`src/rtl/mac_stream_arbiter.sv`:
```
// Two-requester AXI-Stream arbiter feeding a MAC: packet-locked round-robin grant,
// with issue throttled by a count of packets whose single result beat has not yet returned.
module mac_stream_arbiter #(
  parameter int unsigned C_DATA_WIDTH      = 8,
  parameter int unsigned C_MAX_OUTSTANDING = 4
) (
  input  logic                      ACLK,
  input  logic                      ARESETN,
  input  logic [2*C_DATA_WIDTH-1:0] S0_AXIS_TDATA,
  input  logic                      S0_AXIS_TVALID,
  input  logic                      S0_AXIS_TLAST,
  input  logic                      S0_AXIS_TUSER,
  output logic                      S0_AXIS_TREADY,
  input  logic [2*C_DATA_WIDTH-1:0] S1_AXIS_TDATA,
  input  logic                      S1_AXIS_TVALID,
  input  logic                      S1_AXIS_TLAST,
  input  logic                      S1_AXIS_TUSER,
  output logic                      S1_AXIS_TREADY,
  output logic [2*C_DATA_WIDTH-1:0] M_AXIS_TDATA,
  output logic                      M_AXIS_TVALID,
  output logic                      M_AXIS_TLAST,
  output logic                      M_AXIS_TUSER,
  output logic [7:0]                M_AXIS_TID,
  input  logic                      M_AXIS_TREADY,
  input  logic                      R_AXIS_TVALID,
  input  logic                      R_AXIS_TREADY,
  output logic [1:0]                GRANT,
  output logic [3:0]                OUTSTANDING
);

  if (C_MAX_OUTSTANDING < 1 || C_MAX_OUTSTANDING > 15) begin : gen_bad_param
    $error("C_MAX_OUTSTANDING must be in 1..15");
  end

  localparam logic [3:0] MaxOut = 4'(C_MAX_OUTSTANDING);

  typedef enum logic [1:0] {
    StIdle,
    StLock0,
    StLock1
  } state_e;

  state_e     state_q, state_d;
  logic       last_grant_q, last_grant_d;
  logic [3:0] outstanding_q, outstanding_d;
  logic       below_limit;
  logic       pkt_done;
  logic       result_done;

  assign below_limit = outstanding_q < MaxOut;
  // M_AXIS_TVALID is zero in idle, so this can only fire while a grant is held.
  assign pkt_done    = M_AXIS_TVALID & M_AXIS_TREADY & M_AXIS_TLAST;
  assign result_done = R_AXIS_TVALID & R_AXIS_TREADY;
  assign OUTSTANDING = outstanding_q;

  always_ff @(posedge ACLK or negedge ARESETN) begin
    if (!ARESETN) begin
      state_q       <= StIdle;
      last_grant_q  <= 1'b1;
      outstanding_q <= 4'd0;
    end else begin
      state_q       <= state_d;
      last_grant_q  <= last_grant_d;
      outstanding_q <= outstanding_d;
    end
  end

  always_comb begin
    state_d      = state_q;
    last_grant_d = last_grant_q;
    unique case (state_q)
      StIdle: begin
        if (below_limit) begin
          if (S0_AXIS_TVALID && S1_AXIS_TVALID) begin
            state_d = last_grant_q ? StLock0 : StLock1;
          end else if (S0_AXIS_TVALID) begin
            state_d = StLock0;
          end else if (S1_AXIS_TVALID) begin
            state_d = StLock1;
          end
        end
      end
      StLock0: begin
        if (pkt_done) begin
          state_d      = StIdle;
          last_grant_d = 1'b0;
        end
      end
      StLock1: begin
        if (pkt_done) begin
          state_d      = StIdle;
          last_grant_d = 1'b1;
        end
      end
      default: state_d = StIdle;
    endcase
  end

  // Simultaneous issue and return cancel; a stray return at zero is ignored.
  always_comb begin
    outstanding_d = outstanding_q;
    if (pkt_done && !result_done) begin
      outstanding_d = outstanding_q + 4'd1;
    end else if (result_done && !pkt_done && (outstanding_q != 4'd0)) begin
      outstanding_d = outstanding_q - 4'd1;
    end
  end

  always_comb begin
    M_AXIS_TDATA   = '0;
    M_AXIS_TVALID  = 1'b0;
    M_AXIS_TLAST   = 1'b0;
    M_AXIS_TUSER   = 1'b0;
    M_AXIS_TID     = 8'd0;
    S0_AXIS_TREADY = 1'b0;
    S1_AXIS_TREADY = 1'b0;
    GRANT          = 2'b00;
    unique case (state_q)
      StLock0: begin
        M_AXIS_TDATA   = S0_AXIS_TDATA;
        M_AXIS_TVALID  = S0_AXIS_TVALID;
        M_AXIS_TLAST   = S0_AXIS_TLAST;
        M_AXIS_TUSER   = S0_AXIS_TUSER;
        M_AXIS_TID     = 8'd0;
        S0_AXIS_TREADY = M_AXIS_TREADY;
        GRANT          = 2'b01;
      end
      StLock1: begin
        M_AXIS_TDATA   = S1_AXIS_TDATA;
        M_AXIS_TVALID  = S1_AXIS_TVALID;
        M_AXIS_TLAST   = S1_AXIS_TLAST;
        M_AXIS_TUSER   = S1_AXIS_TUSER;
        M_AXIS_TID     = 8'd1;
        S1_AXIS_TREADY = M_AXIS_TREADY;
        GRANT          = 2'b10;
      end
      default: begin
      end
    endcase
  end

endmodule

```
`config.mk`:
```
export PLATFORM = sky130hd
export DESIGN_NAME = mac_stream_arbiter
export DESIGN_NICKNAME = d
export VERILOG_FILES = /design/src/rtl/mac_stream_arbiter.sv
export SDC_FILE = /design/constraint.sdc
export NUM_CORES = 1
export LEC_CHECK = 0
export ABC_AREA = 1
export CAP_MARGIN = 25
export CORE_MARGIN = 4
export CORE_UTILIZATION = 30
export CTS_BUF_LIST = sky130_fd_sc_hd__clkbuf_8
export DETAILED_ROUTE_END_ITERATION = 8
export PLACE_DENSITY = 0.86
export SLEW_MARGIN = 5
export SYNTH_ARGS = -nofsm -noshare
export SYNTH_HDL_FRONTEND = slang
export SYNTH_SLANG_ARGS = --single-unit
```
`constraint.sdc`:
```
create_clock -name ACLK -period 4.3 [get_ports ACLK]
set_input_delay 0.86 -clock ACLK [delete_from_list [all_inputs] [get_ports ACLK]]
set_output_delay 0.86 -clock ACLK [all_outputs]
set_load 0.01 [all_outputs]
```
==> qor.yml <==
status: "completed"
hpwlAfterDp_um: 2280
synth_area_leaders: "nand2_1, dfrtp_1, a21oi_1, ha_1, buf_4"
maxCapViolations: 0
fin_skew_ns: 0.001128
first_global_vias: 976
cts_buffers: 3
yosysWarnings: 0
setup_viol: 0
numPortBuffers: 70
syn_area_um2: 909.6
areaGrowthSynthToFinish_pct: 78.95
totalWireLength_um: 2799
seqCellArea_um2: 176.4
drive_gt1_share_pct: 6.220
ys_ff_latch: 7
grtUsageTotal_pct: 13.80
fin_setup_tns_ns: 0
synth_top_area_cell: "nand2_1"
final_cell_mix: "clkdlybuf4s50_1, nand2_1, a21oi_1, inv_1"
antenna_found_initial: 0
switching_power_uw: 367.5
cellPowerDensity_nw_per_um2: 497.1
core_um2: 2829
yosysSeqAreaShare_pct: 19.39
grt_max_degree: 23
clkLatencyLatePin_ns: 0.22
ios: 78
power_frac_comb_pct: 72.1
vias: 1065
internal_power_uw: 441.6
dieHeight_um: 63.07
worst_setup_path_start_kind: "flop"
initial_core_util_pct: 32.15
synth_top_area_share_pct: 23.93
netSwitchingFraction_pct: 45.42
postCtsSetupBuffers: 0
cts_root_buffer: "clkbuf_8"
pre_cts_slack_ns: 1.199
dieWidth_um: 63.07
worst_pin_slew_ns: 0.7521
drc: 0
drt_iter0_drc: 42
finalWorstSetupSlack_ns: 1.044
stdcell_area_um2: 1628
required_ns: 3.44
globalRouteOverflowTotal: 0
slew_viol_final: 0
cp-end-kind: "output port"
fillers: 274
final_nets: 261
period_share_pct: 75.73
final_common_cell: "clkdlybuf4s50_1"
slew_headroom_pct: 49.86
synth_cell_types: 24
cts_max_level: 1
cts-hold-fix-buffers: 0
cts_resized: 0
wl_per_cell_um: 11.66
fmax_mhz: 307.1
hold_class: "reg2reg"
crit_fanout: 19
fp-row-count: 19
synthCells: 142
period_needed_ns: 3.256
rsz0062_at_grt: "no"
peakVddDrop_uv: 341.5
clkSinkCount: 7
placed_area_um2: 1583
cellLeakagePower_nw: 0.7352
pwr-share-seq_pct: 16.7
crit_type: "reg2out"
postSynthAreaPerCell_um2: 6.406
drtPass1Iterations: 4
multiInputGateArea_um2: 621.8
critPathArrivalTime_ns: 2.40
power_frac_clock_pct: 11.2
cts_tree: "yes"
cts_buffer_depth: 2
gp_congestion: 0.7913
antennaDiodeCount: 0
grt_pass1_wl_um: 4498
clk_pin_slew_worst_paths_ns: 0.04
ant_nets: 0
dieArea_um2: 3977
vias_per_cell: 4.438
final-hold-violation-count: 0
[flip-flops by register name, indices dropped and copies added, names as in the netlist]
signal / count
OUTSTANDING: 4
last_grant_q: 1
state_q: 2
[cell usage after synthesis, drive strengths merged]
library cell,count
xor2,1
conb,1
clkbuf,2
dfstp,1
a21o,1
a21oi,21
dfrtp,6
buf,11
nand3,3
inv,11
ha,7
fa,1
xnor2,1
nand2,65
nor2,4
o21ai,5
clkinv,1
[per-stage QoR]
| stage | total power, mW | utilization (%) | std cells | hold slack, ns |
|---|---|---|---|---|
| 2_1_floorplan | 0.4826 | - | 148 | 0.4715 |
| 5_1_grt | 0.8864 | 57.54 | 240 | 0.5246 |
| 3_3_place_gp | 0.7135 | 55.95 | 236 | 0.4901 |
| 3_5_place_dp | 0.7221 | 55.95 | 236 | 0.5034 |
| 4_1_cts | 0.8191 | 57.54 | 240 | 0.5103 |
| 6_report | 0.8092 | 57.54 | 240 | 0.5122 |
[logic make-up (layout without fill, tap and decap cells)]
kind of cell,count (synthesis),count (layout),synth area share [%]
xor+xnor,2,2,1.926
other cells,1,7,0.4123
buf+inv,25,86,14.72
compound gates,27,27,15.13
fa+ha+maj,8,8,11.83
simple gates,72,72,36.59
flops,7,7,19.39
[final cells by class]
class                      instances  share of cell area [%]
clock buffer                       3                   2.537
timing repair buffer              70                   43.04
inverter                          12                   2.767
clock inverter                     1                  0.2306
multi-input combinational        116                   38.20
tap                               31                   2.383
sequential                         7                   10.84
[layer usage]
metal | share of wire, % | up-vias | track usage [%] | routed length (µm)
met5 | 0 | - | 0 | 0
met1 | 40 | 463 | 15.49 | 1131
li1 | - | 562 | - | -
met2 | 53 | 38 | 26.35 | 1470
met3 | 6.8 | 2 | 3.730 | 189
met4 | 0.29 | 0 | 1.653 | 8
[worst max-delay path, cell delays in order, from the launching register on]
cell,delay (ns)
dfrtp_1,0.39
inv_1,0.09
ha_1,0.34
clkinv_1,0.44
a21oi_1,0.32
clkdlybuf4s50_1,0.58
[power groups by stage]
stage	clock, mW	sequential, mW	combinational, mW
floorplan	0	0.139	0.344
global placement	0	0.135	0.578
detailed placement	0	0.137	0.585
CTS	0.0923	0.136	0.591
global route	0.0973	0.143	0.646
finish	0.0904	0.135	0.584
[final timing paths]
path,from,to,slack [ns],depth (start not counted)
worst max-delay path,state_q[1],M_AXIS_TDATA[6],1.04,5
worst min-delay path,last_grant_q,last_grant_q,0.51,2
worst max register to register,state_q[0],OUTSTANDING[3],1.48,17
worst min register to register,last_grant_q,last_grant_q,0.51,2
max in group asynchronous,ARESETN,last_grant_q,3.09,1
min in group asynchronous,ARESETN,OUTSTANDING[1],0.91,1
No activity file was read; power rests on OpenSTA's default activity.
==> patch (same flow settings) <==
Set the parameter `C_DATA_WIDTH` to 10 (it was 8).
--- a/src/rtl/mac_stream_arbiter.sv
+++ b/src/rtl/mac_stream_arbiter.sv
@@ -1,7 +1,7 @@
 // Two-requester AXI-Stream arbiter feeding a MAC: packet-locked round-robin grant,
 // with issue throttled by a count of packets whose single result beat has not yet returned.
 module mac_stream_arbiter #(
-  parameter int unsigned C_DATA_WIDTH      = 8,
+  parameter int unsigned C_DATA_WIDTH      = 10,
   parameter int unsigned C_MAX_OUTSTANDING = 4
 ) (
   input  logic                      ACLK,
Interface: changed (resized M_AXIS_TDATA, S0_AXIS_TDATA and S1_AXIS_TDATA); port bits go from 78 to 90. No check against the original RTL was run, so the function may have changed too.
==> patch against the original RTL <==
  * Worst setup slack better by 6.3 ps
  * Routed wire length up 15%
  * Cell area up 11%
  * Area after synthesis up 3.2%
  * Final cell count up 18%
  * Sequential cell count unchanged
  * Global-route usage up 1.7 points
  * Sequential share of layout area down 1.0 points
  * Total power up 4.4%
==> patch: results (changes against the original RTL) <==
Critical path
The cell with the largest stage delay on the worst path is ha_1. The slack of the worst reg-to-reg path is 1400 ps (-80 ps). The delay contributed by the slowest stage of the critical path is 700 ps (+120 ps). The largest driver fanout on the critical path is 24 (+5). The depth of the worst register-to-register path came to 16 (-1).

In this run the critical register-to-register path is launched from state_q[1]. The endpoint arrival time on the critical path is 2390 ps. The largest delay contributor family on the critical path is buffers and inverters.

Clocking
The clock transition time at the flip-flop clock pins of the worst setup and hold paths is 40 ps (about the same). The number of buffers added by the clock tree synthesis step is 3 (unchanged). The H-tree depth is 1 (unchanged). The insertion delay to the later sink of the worst-skew pair was 220 ps (about the same). The cell at the root of the clock tree is clkbuf_8. The number of buffers added for setup after CTS is 0 (unchanged). The deepest clock path buffer count came to 2 (unchanged).

Placed design
The post-place setup slack is 1190 ps (-10.3 ps). The quantity of I/O buffers inserted on ports is 82 (+17%). The number of placed cells counting well taps is 278 (+18%). The detailed placement HPWL is 2.60 mm (+14%). The post-place instance area is 0.00176 sq mm (+11%).

The final estimated routing congestion in global placement came to 0.805 (+1.7%).

Logic synthesis
The number of unique standard cell types used by synthesis came to 20 (-17%). In the synthesized netlist, the cells that appear most often are nand2_1, a21oi_1, inv_1. The total number of yosys warnings is 0 (unchanged). The fraction of the mapped netlist area in compound gates is 16.0% (+0.87 points). The post-synthesis average cell area is 5.87 sq um (-8.4%).

The parity-gate share of the synthesized area counting xor and xnor cells came to 2.67% (+0.74 points). The synthesized-area fraction occupied by adder cells is 11.5% (-0.36 points). The post-synthesis async set-or-reset flop share is 100% (unchanged).

By area the synthesized netlist is led by nand2_1, dfrtp_1, a21oi_1. The post-synthesis sequential area ratio was 18.8% (-0.59 points). The multiplexer fraction of the synthesized cell area was 0% (unchanged).

Global route
The number of global-route vias before repair is 1076 (+10%). The pin count of the biggest net entering global routing came to 25 (+8.7%). The initial antenna violation count came to 0 (unchanged). The overall global routing resource usage was 15.5% (+1.7 points). The global-route wire length before repair was 5.06 mm (+12%).

Min path
The startpoint identified for the worst hold timing path is last_grant_q. In this run the worst hold path is classified as register to register. The cell depth of the worst hold path is 2 (unchanged). The path with the worst hold slack has its endpoint at last_grant_q.

Layout
The total number of nets in the final design came to 298 (+14%). The fraction of layout cells with a size suffix above 1 was 4.62% (-1.6 points). The antenna cell count came to 0 (unchanged). The final non-filler cell total came to 282 (+18%). The flip-flop count of the largest register after layout was 4 (unchanged).

STA
The shortest period the worst path allows was 3250 ps (-6.27 ps). The worst hold margin is 501 ps (-11.6 ps). The worst relative slew slack came to 46.2% (-3.7 points).

The largest clock skew in the final design is 0.231 ps (-0.897 ps). The total of endpoints with negative setup slack in the final report is 0 (unchanged).

Drt
The via-per-instance ratio is 4.27 (-3.9%). The detailed-routing iteration count for the pre-antenna-repair pass is 4 (unchanged). The violation count after the first detailed-routing iteration is 56 (+33%). The mean routed wirelength per cell is 11.4 um (-2.2%).

Power
The leakage power summed over all cells came to 0.758 nW (+3.2%). The peak supply drop is 0.000286 V (-16%).

Status
The run finished with clean final reports.
patch: cell count changes after synthesis, sizes merged:
| cell | unedited run | this run |
|---|---|---|
| xor2 | 1 | 2 |
| nand2 | 65 | 75 |
| nand3 | 3 | 7 |
| clkinv | 1 | 0 |
| clkbuf | 2 | 6 |
| buf | 11 | 9 |
| xnor2 | 1 | 0 |
| a21o | 1 | 0 |
| a21oi | 21 | 25 |
| inv | 11 | 12 |
| nor2 | 4 | 3 |
patch: how the worst max path moves through the flow:
stage | from | endpoint
finish | state_q[1] | M_AXIS_TVALID
CTS | state_q[1] | M_AXIS_TVALID
floorplan | S0_AXIS_TVALID | OUTSTANDING[3]
global placement | S0_AXIS_TVALID | M_AXIS_TVALID
global route | state_q[1] | M_AXIS_TLAST
detailed placement | S0_AXIS_TVALID | M_AXIS_TVALID
patch: power breakdown:
part	total (mW)	switching [mW]	internal, mW
Sequential	0.139	0.0397	0.0992
Clock	0.0886	0.0271	0.0616
Combinational	0.617	0.319	0.298
patch: worst reg2reg max path: stages (launching register included):
cell     delay (ps)
dfrtp_1         400
inv_1           120
ha_1            700
nand2_1         210
nand2_1         110
nand2_1          80
nor2_4          140
nand2_2         120
ha_1            340
nand2_1         100
nand2_1          50
a21oi_1         130
nand3_1         110
nand2_1          70
nand2_1          50
nand2_1          50
inv_1            30
patch: area by class of cell:
type                            count  area, sq um
Fill cell                         278         1230
Timing Repair Buffer               83          828
Multi-Input combinational cell    132          652
Sequential cell                     7          176
Tap cell                           44         55.1
Inverter                           12         45.0
Clock buffer                        3         41.3
Clock inverter                      1         3.75
patch: layer usage:
layer | up-vias | track usage (%) | share of wire [%]
met3 | 4 | 2.64 | 6.8
li1 | 641 | - | -
met2 | 42 | 27.2 | 49
met1 | 516 | 18.5 | 42
met5 | - | 0 | 0
met4 | 0 | 6.47 | 1.6
